[config.mk]
export PLATFORM = sky130hd
export DESIGN_NAME = mode_ctrl
export DESIGN_NICKNAME = d
export VERILOG_FILES = /design/src/rtl/mode_ctrl.sv
export SDC_FILE = /design/constraint.sdc
export NUM_CORES = 1
export LEC_CHECK = 0
export CAP_MARGIN = 20
export CELL_PAD_IN_SITES_DETAIL_PLACEMENT = 1
export CELL_PAD_IN_SITES_GLOBAL_PLACEMENT = 2
export CORE_MARGIN = 10
export CORE_UTILIZATION = 34
export DETAILED_ROUTE_END_ITERATION = 10
export PLACE_DENSITY = 0.8
export SLEW_MARGIN = 20
export SYNTH_ARGS = -nofsm -noshare
export SYNTH_HDL_FRONTEND = slang
export SYNTH_SLANG_ARGS = --single-unit
[constraint.sdc]
create_clock -name clk -period 2.6 [get_ports clk]
set_input_delay 0.52 -clock clk [delete_from_list [all_inputs] [get_ports clk]]
set_output_delay 0.52 -clock clk [all_outputs]
set_load 0.02 [all_outputs]
[src/rtl/mode_ctrl.sv]
// mode_ctrl: piano mode sequencer; turns button presses into mode/song selection
// and hands an active player a stop request (acknowledged or timed out) before switching.
module mode_ctrl #(
    parameter int NUM_SONGS   = 4,
    parameter int TO_W        = 16,
    parameter int ACK_TIMEOUT = 50000
) (
    input  logic       clk,
    input  logic       rst_n,
    input  logic       btn_mode,
    input  logic       btn_next,
    input  logic       btn_prev,
    input  logic       btn_confirm,
    input  logic       player_busy,
    input  logic       stop_ack,
    output logic [2:0] mode,
    output logic [1:0] song_num,
    output logic       start,
    output logic       stop_req,
    output logic       switching,
    output logic       timeout_err
);
    typedef enum logic [1:0] {RUN, STOP_WAIT, SWITCH} state_t;

    localparam logic [1:0]      LAST    = 2'(NUM_SONGS - 1);
    localparam logic [TO_W-1:0] TO_LAST = TO_W'(ACK_TIMEOUT - 1);

    state_t          state_q, state_d;
    logic [2:0]      mode_q, mode_d;
    logic [1:0]      song_q, song_d;
    logic            start_q, start_d;
    logic            stop_q, stop_d;
    logic            to_q, to_d;
    logic [TO_W-1:0] timer_q, timer_d;
    logic [3:0]      btn_q, btn_d, press;

    // bit order: mode, next, prev, confirm
    assign btn_d = {btn_mode, btn_next, btn_prev, btn_confirm};
    assign press = btn_d & ~btn_q;

    always_comb begin
        state_d = state_q;
        mode_d  = mode_q;
        song_d  = song_q;
        start_d = 1'b0;
        stop_d  = stop_q;
        to_d    = 1'b0;
        timer_d = timer_q;
        case (state_q)
            RUN: begin
                if (press[3]) begin
                    stop_d  = player_busy;
                    timer_d = '0;
                    state_d = player_busy ? STOP_WAIT : SWITCH;
                end else if (mode_q[1] && !player_busy) begin
                    // mode_q[1] is set only in auto (011) and learning (111)
                    if (press[2] && !press[1])
                        song_d = (song_q == LAST) ? 2'd0 : song_q + 2'd1;
                    else if (press[1] && !press[2])
                        song_d = (song_q == 2'd0) ? LAST : song_q - 2'd1;
                    start_d = press[0];
                end
            end
            STOP_WAIT: begin
                if (stop_ack || timer_q == TO_LAST) begin
                    stop_d  = 1'b0;
                    to_d    = !stop_ack;
                    state_d = SWITCH;
                end else begin
                    timer_d = timer_q + 1'b1;
                end
            end
            SWITCH: begin
                mode_d  = (mode_q == 3'b111) ? 3'b000 : {mode_q[1:0], 1'b1};
                state_d = RUN;
            end
            default: state_d = RUN;
        endcase
    end

    always_ff @(posedge clk or negedge rst_n) begin
        if (!rst_n) begin
            state_q <= RUN;
            mode_q  <= 3'b000;
            song_q  <= 2'd0;
            start_q <= 1'b0;
            stop_q  <= 1'b0;
            to_q    <= 1'b0;
            timer_q <= '0;
            btn_q   <= 4'b1111;
        end else begin
            state_q <= state_d;
            mode_q  <= mode_d;
            song_q  <= song_d;
            start_q <= start_d;
            stop_q  <= stop_d;
            to_q    <= to_d;
            timer_q <= timer_d;
            btn_q   <= btn_d;
        end
    end

    assign mode        = mode_q;
    assign song_num    = song_q;
    assign start       = start_q;
    assign stop_req    = stop_q;
    assign switching   = (state_q != RUN);
    assign timeout_err = to_q;
endmodule

==> flow_summary.json, run 1 <==
{
  "post-route-period-util_pct": 92.5,
  "cp-end-kind": "flop",
  "cts_setup_buffers": 0,
  "nFillCells": 513,
  "final_nets": 196,
  "ys_seq_area_share_pct": 49.5,
  "synth-edff-count": 0,
  "leakagePower_uw": 0.000796,
  "synth_fp_nets": 174,
  "drive_above_1_share_pct": 10.3,
  "max_freq_mhz": 416,
  "drc": 0,
  "routabilityCongestion": 0.824,
  "ff2ff_path_depth": 5,
  "timing.rr.start": "timer_q[13]$_DFFE_PN0P_",
  "outcome": "finished clean",
  "synth.top_cell.area_share_pct": 42.6,
  "critPathKind": "flop to flop",
  "design.core.area_um2": 4350,
  "crit_start": "timer_q[13]$_DFFE_PN0P_",
  "rrSetupSlack_ns": 0.19,
  "fin_setup_tns_ns": 0,
  "cts.repair.resized": 0,
  "ctsHoldBuffers": 0,
  "antenna_cells": 0,
  "dieArea_um2": 7570,
  "synth_area_leaders": "dfrtp_1 (43%), dfstp_2 (6.9%), nand2_1 (5.9%)",
  "multiInputGateArea_um2": 721,
  "slew_violations": 0,
  "yosysWarningCount": 0,
  "synth_area_per_cell_um2": 9.42,
  "fp.dieH_um": 87.0,
  "peakVddDrop_v": 0.000234,
  "synthFlopType": "dfrtp_1",
  "ys_ff_latch": 30,
  "cp_max_fo": 12,
  "io_buffers": 16,
  "hold_start": "timer_q[12]$_DFFE_PN0P_",
  "finClkSkew_ns": 0.00828,
  "wire_per_inst_um": 16.2,
  "drv_cap": 0,
  "clk_latency_ns": 0.29,
  "synth_area_leader_cell": "dfrtp_1",
  "die_w_um": 87.0,
  "grt_max_degree": 31,
  "max_stage_delay_ns": 0.57,
  "syn-cell-area_um2": 1530,
  "clkSinkCount": 30,
  "h-tree-depth": 2,
  "initial_utilization_pct": 35.1,
  "first_pass_iters": 4,
  "slowest_stage": "or4_1",
  "hold-worst-slack_ns": 0.524,
  "crit_required_ns": 2.79,
  "first_iter_violations": 35,
  "timing.rr.end": "timer_q[8]$_DFFE_PN0P_",
  "fin_total_pwr_uw": 1320,
  "yosysUniqueCellTypes": 40,
  "tightest_slew_ns": 0.559,
  "start_kind": "flop",
  "hold_violations": 0,
  "seq_area_um2": 756,
  "num_rows": 24,
  "dr_total_vias": 1273,
  "setup_viol": 0,
  "clock_path_buffers": 2,
  "grt.overflow.total": 0,
  "antenna_found_initial": 0,
  "antenna_left": 0,
  "final_core_util_pct": 42.1,
  "maxSlewHeadroom_pct": 62.4,
  "totalWireLength_um": 3840,
  "first_global_vias": 1375,
  "fin_crit_ns": 2.41,
  "synthToLayoutAreaGrowth_pct": 20.1,
  "cts-root-buf": "clkbuf_8",
  "cts_tree": "built",
  "avgViaCountPerCell": 5.37,
  "io_pins": 17,
  "cp.arrival_ns": 2.59,
  "syn-instance-count": 162,
  "critical_path.cell_chain": "or4_1 > or4_4 > a21oi_2 > o21ai_0 > o31ai_1",
  "numCtsBuffers": 5,
  "hpwl_um": 2810,
  "hp-class": "flop to flop",
  "p_per_area_nw_per_um2": 721,
  "min_to": "timer_q[12]$_DFFE_PN0P_",
  "async_reset_ff_share_pct": 100,
  "rsz0062_at_grt": "false",
  "clkTransAtPathRegs_ns": 0.06,
  "grt_use_total_pct": 10.9,
  "holdPathStages": 1,
  "grt_pass1_wl_um": 6580
}
[cell usage in the layout, fill, tap and decap left out, types with 4 or more instances in the layout]
cell type and count:
dfrtp_1 26, nand2_1 24, clkdlybuf4s50_1 16, nor2_1 15, o21ai_0 13, o21ai_1 8
nand3_1 6, nand4_1 6, clkbuf_8 6, inv_1 5, nand2b_1 4, a21oi_1 4
mux2i_1 4, ha_1 4, dfstp_2 4
[cells by family after synthesis]
| family | synth area share (%) |
|---|---|
| AND/OR/NAND/NOR | 27.4 |
| multiplexers | 2.62 |
| flip-flops | 49.5 |
| adder cells (fa/ha/maj) | 3.28 |
| XOR/XNOR | 0.574 |
| buffers and inverters | 3.28 |
| AO/OA/AOI/OAI | 13.4 |
[cell type report]
cell class	instances	area share, %
Inverter	5	1.02
Multi-Input combinational cell	123	39.3
Sequential cell	30	41.2
Tap cell	52	3.55
Clock buffer	8	4.91
Timing Repair Buffer	19	9.97
[per-stage QoR]
stage	worst slack [ns]	area [um2]	instances
detailed placement	0.219	1740	229
finish	0.195	1830	237
global route	0.0343	1830	237
global placement	0.332	1740	229
CTS	0.166	1830	237
floorplan	0.544	1530	162
[synthesized netlist by cell type (all sizes together), types with 2 or more instances]
cell    number
a31oi        2
or2          2
nor3b        2
nor2b        3
dfrtp       26
a21oi        5
mux2i        4
and3         3
dfstp        4
buf          3
nand2       24
o21ai       21
inv          5
nand3        6
nor4b        2
nand4        6
nor3         2
ha           4
or4          3
and2         3
and4         2
nor2        15
nand2b       4
[worst max path at each step]
stage / endpoint / cells past startpoint
after detailed placement: timer_q[8]$_DFFE_PN0P_ / 5
final: timer_q[8]$_DFFE_PN0P_ / 5
after floorplan: timer_q[4]$_DFFE_PN0P_ / 6
after global routing: timer_q[10]$_DFFE_PN0P_ / 5
after CTS: timer_q[8]$_DFFE_PN0P_ / 5
after global placement: timer_q[8]$_DFFE_PN0P_ / 5
[routing by layer]
layer | vias up | track usage [%] | wire length, um
met4 | 0 | 5.89 | 81
met1 | 632 | 11.9 | 1640
li1 | 616 | - | -
met5 | - | 0 | 0
met3 | 7 | 4.21 | 230
met2 | 18 | 17.9 | 1880
[worst max-delay path, delay by kind of cell, from the launching register on]
kind / cells / cell delay, ns
DFF: 1 / 0.42
and+or+nand+nor: 2 / 1.12
AOI/OAI and AO/OA: 3 / 0.76
[state kept, by name, summed over array words and instances, names as in the netlist]
name and count:
mode 3, state_q 2, stop_req 1, song_num 2, timer_q 16, start 1
timeout_err 1, btn_q 4
[where the power goes]
part           switching, uW  total (uW)  internal, uW
clock                    173         388           215
combinational            177         342           165
sequential              65.8         592           526
No activity file was read; power rests on OpenSTA's default activity.
==> run 2, diff against run 1 <==
--- a/config.mk
+++ b/config.mk
@@ -5,7 +5,6 @@
 export SDC_FILE = /design/constraint.sdc
 export NUM_CORES = 1
 export LEC_CHECK = 0
-export CAP_MARGIN = 20
 export CELL_PAD_IN_SITES_DETAIL_PLACEMENT = 1
 export CELL_PAD_IN_SITES_GLOBAL_PLACEMENT = 2
 export CORE_MARGIN = 10
==> results of run 2 <==
No change in the layout: final DEF, timing and power equal those of run 1.
